[src/rtl/booth_seq_controller.sv]
`default_nettype none
// ============================================================================
// Module      : booth_seq_controller
// Description : Sequential radix-2 Booth multiplier controller that time-shares
//               one external adder/subtractor (signed WIDTH x WIDTH -> 2*WIDTH).
// Revision    : 1.0 - initial release
// ============================================================================
module booth_seq_controller #(
    parameter int WIDTH = 8,
    parameter int CNT_W = 4
) (
    input  logic                 clk,
    input  logic                 rst_n,
    input  logic                 start,
    input  logic [WIDTH-1:0]     multiplicand,
    input  logic [WIDTH-1:0]     multiplier,
    output logic                 ready,
    output logic                 busy,
    output logic                 done,
    output logic [2*WIDTH-1:0]   product,
    output logic                 range_err,
    output logic [WIDTH-1:0]     add_a,
    output logic [WIDTH-1:0]     add_b,
    output logic                 add_cin,
    input  logic [WIDTH-1:0]     add_sum
);

    typedef enum logic [1:0] {
        S_IDLE  = 2'd0,
        S_EVAL  = 2'd1,
        S_SHIFT = 2'd2,
        S_DONE  = 2'd3
    } state_t;

    localparam logic [CNT_W-1:0] C_ITER  = CNT_W'(WIDTH);
    localparam logic [WIDTH-1:0] C_MIN_M = {1'b1, {(WIDTH-1){1'b0}}};

    state_t               state_q, state_d;
    logic [WIDTH-1:0]     a_q, a_d;
    logic [WIDTH-1:0]     q_q, q_d;
    logic [WIDTH-1:0]     m_q, m_d;
    logic                 q1_q, q1_d;
    logic [CNT_W-1:0]     count_q, count_d;
    logic [2*WIDTH-1:0]   product_q, product_d;
    logic                 range_err_q, range_err_d;
    logic                 range_pend_q, range_pend_d;
    logic                 done_q, done_d;

    always_comb begin
        state_d      = state_q;
        a_d          = a_q;
        q_d          = q_q;
        m_d          = m_q;
        q1_d         = q1_q;
        count_d      = count_q;
        product_d    = product_q;
        range_err_d  = range_err_q;
        range_pend_d = range_pend_q;
        done_d       = 1'b0;

        case (state_q)
            S_IDLE: begin
                if (start) begin
                    m_d          = multiplicand;
                    q_d          = multiplier;
                    a_d          = '0;
                    q1_d         = 1'b0;
                    count_d      = C_ITER;
                    range_pend_d = (multiplicand == C_MIN_M) && (multiplier != '0);
                    state_d      = S_EVAL;
                end
            end
            S_EVAL: begin
                // 01 adds, 10 subtracts; add_cin already steers the adder.
                if (q_q[0] ^ q1_q) begin
                    a_d = add_sum;
                end
                state_d = S_SHIFT;
            end
            S_SHIFT: begin
                {a_d, q_d, q1_d} = {a_q[WIDTH-1], a_q, q_q};
                count_d          = count_q - CNT_W'(1);
                if (count_q == CNT_W'(1)) begin
                    // Capture the post-shift result so it is valid alongside done.
                    product_d   = {a_q[WIDTH-1], a_q, q_q[WIDTH-1:1]};
                    range_err_d = range_pend_q;
                    done_d      = 1'b1;
                    state_d     = S_DONE;
                end else begin
                    state_d = S_EVAL;
                end
            end
            S_DONE: begin
                state_d = S_IDLE;
            end
            default: begin
                state_d = S_IDLE;
            end
        endcase
    end

    always_ff @(posedge clk or negedge rst_n) begin
        if (!rst_n) begin
            state_q      <= S_IDLE;
            a_q          <= '0;
            q_q          <= '0;
            m_q          <= '0;
            q1_q         <= 1'b0;
            count_q      <= '0;
            product_q    <= '0;
            range_err_q  <= 1'b0;
            range_pend_q <= 1'b0;
            done_q       <= 1'b0;
        end else begin
            state_q      <= state_d;
            a_q          <= a_d;
            q_q          <= q_d;
            m_q          <= m_d;
            q1_q         <= q1_d;
            count_q      <= count_d;
            product_q    <= product_d;
            range_err_q  <= range_err_d;
            range_pend_q <= range_pend_d;
            done_q       <= done_d;
        end
    end

    assign ready     = (state_q == S_IDLE);
    assign busy      = (state_q != S_IDLE);
    assign done      = done_q;
    assign product   = product_q;
    assign range_err = range_err_q;
    assign add_a     = a_q;
    assign add_b     = m_q;
    assign add_cin   = (state_q == S_EVAL) && q_q[0] && !q1_q;

endmodule
`default_nettype wire

[config.mk]
export PLATFORM = sky130hd
export DESIGN_NAME = booth_seq_controller
export DESIGN_NICKNAME = d
export VERILOG_FILES = /design/src/rtl/booth_seq_controller.sv
export SDC_FILE = /design/constraint.sdc
export NUM_CORES = 1
export LEC_CHECK = 0
export CAP_MARGIN = 10
export CORE_UTILIZATION = 45
export DETAILED_ROUTE_END_ITERATION = 16
export GPL_TIMING_DRIVEN = 1
export PLACE_DENSITY = 0.76
export SLEW_MARGIN = 10
export SYNTH_ARGS = -nofsm -noshare
export SYNTH_HDL_FRONTEND = slang
export SYNTH_SLANG_ARGS = --single-unit
[constraint.sdc]
create_clock -name clk -period 5.9 [get_ports clk]
set_input_delay 0.885 -clock clk [delete_from_list [all_inputs] [get_ports clk]]
set_output_delay 0.885 -clock clk [all_outputs]
set_load 0.05 [all_outputs]
==> results.md, run 1 <==
* Antenna cell count at 0
* Port buffer count at 63
* Die area at ~5600 um2
* Slew @ Worst Pin at 1060 ps
* Initial core utilization at 0.466
* WL final at approximately 4800 um
* CP required at roughly 5000 ps
* Pins over their slew limit at 0
* Number of global-route vias before repair at approximately 1,600
* DP Wirelength at between 3000 and 4000 um
* Leading post-synthesis cells by cell area: dfrtp_1 52%, mux2_2 18%, o22ai_1 4.2%
* DRC viols at 0
* Worst hold endpoint: range_pend_q$_DFFE_PN0P_
* Avg WL per Cell at about 15 um
* Syn avg cell area at 12.1 um2
* Post-synthesis cell count at a little under 200
* Via Count at roughly 1,800
* Critical R2R Launch: state_q[0]$_DFFE_PN0P_
* Initial antenna violation count at 0
* Layout area overhead at 33.1%
* ANT nets after route at 0
* Largest net degree at the start of global routing at 50
* Outcome: finished clean
* Yosys warnings at 0
* Core ar. at 5110 um2
* Final worst path period share at 0.584
* Maximum capacitance violations at 0
* Hold Path Class: flip-flop to flip-flop
* Clock skew at 3.49 ps
* Hold Violations, Final at 0
* Most frequent cells in the layout: 62 x clkdlybuf4s50_1, 49 x dfrtp_1, 39 x mux2_2
* Pre-antenna DRT Iters at 4
* Netlist Area Pre-Place at roughly 2400 um2
* H-Tree Depth at 2
* Gr usage total at 0.187
* Setup violators final at 0
* Gpl congestion at between 0.8 and 0.9
* Num ports at 64
* RSZ-0062 raised after global routing: false
* Clk root buf: clkbuf_8
* Worst setup EP type: output port
* Yosys top cell area share at 0.516
* Chip Width at between 70 and 80 um
* Slew headroom at 0.296
* Share of cells above drive strength 1 at 0.212
* Fmax at 290 MHz
* R2r setup slk at 3320 ps
* Setup CP Type: flip-flop to output port
* Nets at 287
* Leak pwr at 1.33 nW
* Tot Pwr at around 1.9 mW
* Critical path startpoint category: flip-flop
* Power Dens Cells at a little under 600 nW/um2
* Distinct cells, synth at 34
* EDFF count, synth at 0
* Post-CTS Setup Inserts at 0
* Worst hold path depth at 2
* CTS tree: built
* Reg-to-reg endpoint: add_a[2]$_DFFE_PN0P_
* Via-to-Cell Ratio at 5.40
* Resized cells post-CTS at 0
* Reg clk slew, reported paths at 90 ps
* Cts bufs inserted at 5
* Sequential share of the synthesized area at 0.516
* Min Tclk post-route at between 3000 and 4000 ps
* CTS Buffer Depth at 2
* Share of synthesized registers carrying an async set or reset at 1.00
* Post-synth net total at between 200 and 250
* CP max FO at 26
* Initial DRC count at 80
* Seq cells post-synth at 49
* Most common cell after layout, fill and taps aside: clkdlybuf4s50_1
* Setup tns final at 0 ps
* Leading area contributor after synthesis: dfrtp_1
* Critical Path AT at ~2600 ps
* Worst VDD drop at ~0.26 mV
* FILL cells at roughly 440
* CTS Hold Bufs at 0
* GR Overflow Total at 0
* Dominant synthesized flop cell: dfrtp_1
* Worst reg2reg path depth at 5
* First-pass GRT wire length at 7680 um
* # rows at 26
* WHS at 493 ps
* Worst Hold Launch: range_pend_q$_DFFE_PN0P_
* Clk sink count at between 40 and 50
* Clk Latency, worst-skew pair at roughly 300 ps
* Die Ht at between 70 and 80 um
## synth_stat cells (2+ instances only)
cell type / n
nand2_1: 7
buf_2: 3
nor2b_1: 8
dfrtp_1: 49
clkbuf_1: 4
a22oi_1: 7
nor2_1: 2
nor3_1: 2
or4_1: 2
mux2i_1: 4
buf_4: 3
a21oi_1: 10
nand2b_1: 3
buf_1: 2
mux2_2: 39
o21ai_0: 7
ha_1: 6
o22ai_1: 16
inv_1: 7
## registers in the layout (all words and copies together), names as in the netlist
register      cells
q1_q              1
state_q           2
range_err         1
product          15
count_q           4
add_a             8
q_q               8
done              1
add_b             8
range_pend_q      1
## metrics by stage
| stage | cell area (um2) | setup WS, ps | cells | utilization |
|---|---|---|---|---|
| final | 3170 | 2450 | 325 | 0.620 |
| after detailed placement | 3050 | 2810 | 317 | 0.596 |
| after floorplan | 2380 | 3300 | 196 | - |
| after CTS | 3170 | 2470 | 325 | 0.620 |
| after global placement | 3050 | 2880 | 317 | 0.596 |
| after global routing | 3170 | 2320 | 325 | 0.620 |
## logic make-up (layout without fill, tap and decap cells)
| logic type | count (synthesis) | count (layout) | share of synthesized area |
|---|---|---|---|
| simple gates | 29 | 29 | 0.0721 |
| xor+xnor | 1 | 1 | 0.00368 |
| mux | 43 | 43 | 0.201 |
| fa+ha+maj | 6 | 6 | 0.0316 |
| compound gates | 47 | 47 | 0.133 |
| buf+inv | 21 | 80 | 0.0431 |
| flops | 49 | 49 | 0.516 |
## final cells by class
type | instances | area (um2) | share of cell area
clock buffers | 6 | 82.6 | 0.0261
repair buffers | 65 | 641 | 0.202
inverters | 7 | 26.3 | 0.00830
multi-input cells | 126 | 1060 | 0.336
clock inverters | 2 | 37.5 | 0.0119
well taps | 70 | 87.6 | 0.0277
flip-flops and latches | 49 | 1230 | 0.387
## power breakdown
group	internal [mW]	switching, mW	total (mW)
Sequential	0.466	0.113	0.579
Combinational	0.430	0.626	1.06
Clock	0.138	0.109	0.246
## metal layers
| layer | up-vias | GRT usage | part of all wire |
|---|---|---|---|
| met3 | 4 | 0.0482 | 0.038 |
| met5 | - | 0 | 0 |
| met2 | 52 | 0.285 | 0.47 |
| li1 | 835 | - | - |
| met4 | 0 | 0.0692 | 0.016 |
| met1 | 863 | 0.256 | 0.48 |
## critical path, cell delays in order, from the launching register on
cell and delay (ps):
dfrtp_1 410, inv_1 130, ha_1 770, clkdlybuf4s50_1 950
## how the worst max path moves through the flow
stage | from | to | slack (ps) | depth (start not counted)
global placement | state_q[0]$_DFFE_PN0P_ | ready | 2880 | 3
detailed placement | state_q[0]$_DFFE_PN0P_ | ready | 2810 | 3
finish | state_q[0]$_DFFE_PN0P_ | ready | 2450 | 3
floorplan | state_q[0]$_DFFE_PN0P_ | busy | 3300 | 5
CTS | state_q[0]$_DFFE_PN0P_ | ready | 2470 | 3
global route | state_q[0]$_DFFE_PN0P_ | ready | 2320 | 3
Note: power is estimated with default switching activity, not from simulation.
==> run 2: changes to the inputs <==
Settings changed: CORE_UTILIZATION 45 to 43.
Clock period 5.9 ns to 3.1 ns, I/O delays scaled along.
==> run 2 against run 1 <==
Against the previous run: worst setup slack lost 2100 ps; highest routed layer unchanged; cell count grew 1.2%; largest power group unchanged; sequential cell count is the same; non-clock buffer count grew 4; global-route usage grew 0.18 points; clock skew grew 1.3 ps; register-to-register slack lost 2300 ps; combinational power grew 91%; clock-buffer cell count grew 2; critical path type unchanged; routed wire length grew 5.3%; critical endpoint is now add_cin; die area grew 4.5%.
==> results.md, run 2 (synthesis results as in run 1) <==
* Top delay family on crit path: buffers and inverters
* CTS Hold Bufs at 0 (unchanged)
* Number of global-route vias before repair at 1,776 (+9.4%)
* Antenna cell count at 0 (unchanged)
* Min Tclk post-route at 2790 ps
* Slew headroom at 0.539 (+0.243)
* Outcome: finished clean
* CP max FO at 12 (-54%)
* CTS tree: built
* Slowest stage delay, CP at 800 ps (-150 ps)
* Pre-antenna DRT Iters at 4 (unchanged)
* Setup CP Type: flip-flop to output port
* Final Core Density at 0.606 (-0.0135)
* WL final at 5040 um (+5.3%)
* Reg clk slew, reported paths at 80 ps (about the same)
* Share of cells above drive strength 1 at 0.212 (+0.000591)
* Leak pwr at 1.33 nW (+0.11%)
* Cts bufs inserted at 5 (unchanged)
* Wire length on met1 at 2270 um (-0.87%)
* Initial antenna violation count at 0 (unchanged)
* Chip Width at 76.4 um (+2.2%)
* Hold Violations, Final at 0 (unchanged)
* Die Ht at 76.4 um (+2.2%)
* Post-CTS Setup Inserts at 0 (unchanged)
* Num ports at 64 (unchanged)
* CP required at 2630 ps (-2390 ps)
* Gpl congestion at 0.793 (-1.9%)
* Most common cell after layout, fill and taps aside: clkdlybuf4s50_1
* CP Buf/Inv Count at 2 (unchanged)
* Hold Path Class: primary input to asynchronous set/reset pin
* Port buffer count at 63 (unchanged)
* Nets at 291 (+1.4%)
* Resized cells post-CTS at 0 (unchanged)
* CTS Buffer Depth at 2 (unchanged)
* Cell with the largest stage delay on the worst path: clkdlybuf4s50_1
* Worst setup EP type: output port
* Clock skew at 4.78 ps (+1.29 ps)
* Critical path startpoint category: flip-flop
* RSZ-0062 raised after global routing: false
* Slew @ Worst Pin at 690 ps (-365 ps)
* Clk sink count at 49 (unchanged)
* GR Overflow Total at 0 (unchanged)
* Via Count at 1,756 (+0.11%)
* Final worst path period share at 0.901
* Placed insts at 321 (+1.3%)
* First-pass GRT wire length at 8720 um (+14%)
* Via-to-Cell Ratio at 5.34 (-1.1%)
* Max reg flops at 15 (unchanged)
* Worst VDD drop at 0.605 mV (+140%)
* Power Dens Cells at 1100 nW/um2 (+86%)
* Most frequent cells in the layout: 62 x clkdlybuf4s50_1, 49 x dfrtp_1, 39 x mux2_2
* DR WL met2 at 2540 um (+13%)
* Non-Filler Instances at 329 (+1.2%)
* Largest net degree at the start of global routing at 28 (-44%)
* Clk Latency, worst-skew pair at 290 ps (about the same)
* ANT nets after route at 0 (unchanged)
* Gr usage total at 0.188 (+0.00181)
* H-Tree Depth at 2 (unchanged)
* Initial core utilization at 0.457 (-0.00873)
* Initial DRC count at 96 (+20%)
* DRC viols at 0 (unchanged)
* Die area at 5830 um2 (+4.5%)
* Setup tns final at 0 ps (unchanged)
* Pins over their slew limit at 0 (unchanged)
* Clk root buf: clkbuf_8
* # rows at 26 (unchanged)
* Maximum capacitance violations at 0 (unchanged)
* Core ar. at 5200 um2 (+1.9%)
* FILL cells at 432 (-2.7%)
* DP Wirelength at 3560 um (+4.9%)
* CP Cell Sequence: inv_1 -> ha_1 -> and3b_2 -> clkdlybuf4s50_1
* Layout area overhead at 32.7%
* Fmax at about 360 MHz
* Metal3 WL at 150 um (-17%)
* Setup violators final at 0 (unchanged)
* Critical Path AT at 2330 ps (-230 ps)
* Highest routed metal layer: met4
* Avg WL per Cell at 15.3 um (+4.0%)
## run 2: layer usage
layer	vias to the layer above	GRT usage
li1	845	-
met1	875	0.245
met2	31	0.306
met3	5	0.0347
met4	0	0.0827
met5	-	0
## run 2: area by class of cell
| class | instances | area [um2] | area share |
|---|---|---|---|
| flip-flops and latches | 49 | 1230 | 0.389 |
| clock buffers | 8 | 80.1 | 0.0254 |
| repair buffers | 69 | 671 | 0.213 |
| well taps | 70 | 87.6 | 0.0278 |
| multi-input cells | 126 | 1060 | 0.337 |
| inverters | 7 | 26.3 | 0.00833 |
## run 2: path summary, 6_finish.rpt
path,startpoint,endpoint,slack [ps],cells after the start
worst max-delay path,state_q[1]$_DFFE_PN0P_,add_cin,310,4
worst min-delay path,rst_n,product[3]$_DFFE_PN0P_,100,1
worst max register to register,state_q[0]$_DFFE_PN0P_,add_a[1]$_DFFE_PN0P_,1020,5
worst min register to register,range_pend_q$_DFFE_PN0P_,range_pend_q$_DFFE_PN0P_,500,2
max in group asynchronous,rst_n,product[14]$_DFFE_PN0P_,2420,2
min in group clk,range_pend_q$_DFFE_PN0P_,range_pend_q$_DFFE_PN0P_,500,2
## run 2: stage by stage
stage          instance area [um2]  worst slack (ps)  hold slack, ps  total power, mW
2_1_floorplan                 2380               923             169             2.55
3_3_place_gp                  3080               685             429             3.11
3_5_place_dp                  3080               643             428             3.14
4_1_cts                       3160               293            99.9             3.51
5_1_grt                       3160               216             115             3.70
6_report                      3160               308            96.0             3.49
## run 2: report_power, final
part / internal [mW] / switching [mW]
combinational: 0.828 / 1.19
sequential: 0.888 / 0.220
clock: 0.161 / 0.195
total: 1.88 / 1.61
==> run 3: changes to the inputs <==
Settings changed: CORE_UTILIZATION 43 to 48, PLACE_DENSITY 0.76 to 0.8.
Clock period 3.1 ns to 2.6 ns, I/O delays scaled along.
==> run 3 against run 2 <==
Against the previous run: worst setup slack better by 170 ps; critical path depth unchanged; clock skew down 0.81 ps; power up 20%; critical path type unchanged; sequential share of layout area down 0.23 points; register-to-register slack worse by 330 ps; clock-buffer cell count down 2; non-clock buffer count up 2.
==> results.md, run 3 (synthesis results as in run 1) <==
* Most common cell after layout, fill and taps aside: clkdlybuf4s50_1
* Port buffer count at 63 (unchanged)
* Min Tclk post-route at 2120 ps
* Worst VDD drop at 0.609 mV (+0.68%)
* Worst setup EP type: output port
* Initial DRC count at 100 (+4.2%)
* Gr usage total at 0.213 (+0.0249)
* Core ar. at 4750 um2 (-8.7%)
* Clk sink count at 49 (unchanged)
* DP Wirelength at 3680 um (+3.6%)
* Resized cells post-CTS at 0 (unchanged)
* Slowest stage delay, CP at 440 ps (-360 ps)
* Worst reg2reg path depth at 6 (+1)
* Setup slack after layout at 475 ps (+168 ps)
* Clock skew at 3.97 ps (-0.806 ps)
* Most frequent cells in the layout: 59 x clkdlybuf4s50_1, 49 x dfrtp_1, 39 x mux2_2
* Initial core utilization at 0.500 (+0.0433)
* Slew headroom at 0.537 (-0.00131)
* Num ports at 64 (unchanged)
* Layout area overhead at 33.5%
* Via Count at 1,801 (+2.6%)
* Cts bufs inserted at 5 (unchanged)
* Slew @ Worst Pin at 692 ps (+1.97 ps)
* Chip Width at 72.4 um (-5.2%)
* CP Cell Sequence: inv_1 -> ha_1 -> and3b_2 -> buf_4
* Fmax at roughly 470 MHz
* Clk Latency, worst-skew pair at 300 ps (about the same)
* Setup CP Type: flip-flop to output port
* Final worst path period share at 0.817
* Setup tns final at 0 ps (unchanged)
* DRC viols at 0 (unchanged)
* Placement Setup Slack at 625 ps (-17.6 ps)
* Nets at 293 (+0.69%)
* CTS tree: built
* Power Dens Cells at 1320 nW/um2 (+20%)
* H-Tree Depth at 2 (unchanged)
* Cell with the largest stage delay on the worst path: ha_1
* CP required at 2210 ps (-420 ps)
* Avg WL per Cell at 15.4 um (+0.28%)
* Max reg flops at 15 (unchanged)
* GR Overflow Total at 0 (unchanged)
* Top delay family on crit path: adder cells
* Clk root buf: clkbuf_8
* Die area at 5240 um2 (-10%)
* Setup violators final at 0 (unchanged)
* CTS Hold Bufs at 0 (unchanged)
* CP Depth at 4 (unchanged)
* CP Buf/Inv Count at 2 (unchanged)
* # rows at 25 (-3.8%)
* RSZ-0062 raised after global routing: false
* Leak pwr at 1.35 nW (+1.8%)
* WL final at 5040 um (about the same)
* Antenna cell count at 0 (unchanged)
* CTS Buffer Depth at 2 (unchanged)
* Share of cells above drive strength 1 at 0.238 (+0.0252)
* Hold Violations, Final at 0 (unchanged)
* Critical Path AT at 1730 ps (-600 ps)
* CP max FO at 12 (unchanged)
* Pins over their slew limit at 0 (unchanged)
* Number of global-route vias before repair at 1,747 (-1.6%)
* Hold Path Class: primary input to asynchronous set/reset pin
* Outcome: finished clean
* Maximum capacitance violations at 0 (unchanged)
* Pre-antenna DRT Iters at 4 (unchanged)
* Critical path startpoint category: flip-flop
* Largest net degree at the start of global routing at 26 (-7.1%)
* Post-CTS Setup Inserts at 0 (unchanged)
* Reg clk slew, reported paths at 90 ps (about the same)
* ANT nets after route at 0 (unchanged)
* Gpl congestion at 0.803 (+1.2%)
* Die Ht at 72.4 um (-5.2%)
* Initial antenna violation count at 0 (unchanged)
* First-pass GRT wire length at 8460 um (-3.0%)
* Via-to-Cell Ratio at 5.49 (+2.9%)
[run 3: final timing paths]
path | start | to | slack (ps)
min in group clk | add_b[1]$_DFFE_PN0P_ | add_b[1]$_DFFE_PN0P_ | 510
max in group asynchronous | rst_n | add_a[1]$_DFFE_PN0P_ | 1970
setup reg to reg | state_q[0]$_DFFE_PN0P_ | q_q[5]$_DFFE_PN0P_ | 690
setup / recovery | state_q[1]$_DFFE_PN0P_ | add_cin | 480
hold / removal | rst_n | done$_DFF_PN0_ | 20
hold reg to reg | add_b[1]$_DFFE_PN0P_ | add_b[1]$_DFFE_PN0P_ | 510
[run 3: cell type report]
class,instances,area [um2]
Inverter,7,26.3
Fill cell,378,1580
Clock inverter,2,10.0
Multi-Input combinational cell,126,1060
Tap cell,67,83.8
Timing Repair Buffer,71,691
Sequential cell,49,1230
Clock buffer,6,72.6
[run 3: power by group]
part / switching (mW) / internal [mW]
Sequential: 0.259 / 1.06
Clock: 0.245 / 0.187
Combinational: 1.44 / 1.01
Total: 1.94 / 2.25
[run 3: worst reg2reg max path, stage by stage, from the launching register on]
cell	delay, ps
dfrtp_1	410
inv_1	120
ha_1	350
buf_4	280
nand2b_1	330
o22ai_1	170
a21oi_1	170
[run 3: metal layers]
layer / vias to the layer above / wire, um / global-route usage
li1: 858 / - / -
met1: 890 / 2250 / 0.282
met2: 47 / 2530 / 0.346
met3: 6 / 167 / 0.0472
met4: 0 / 89 / 0.0763
met5: - / 0 / 0
[run 3: stage by stage]
step / instance area (um2) / cells / total power, mW / util / hold WS (ps)
final: 3170 / 328 / 4.20 / 0.668 / 21.1
after global routing: 3170 / 328 / 4.45 / 0.668 / 42.5
after CTS: 3170 / 328 / 4.23 / 0.668 / 21.7
after detailed placement: 3090 / 320 / 3.78 / 0.650 / 360
after global placement: 3090 / 320 / 3.73 / 0.650 / 350
after floorplan: 2380 / 196 / 3.04 / - / 94.4
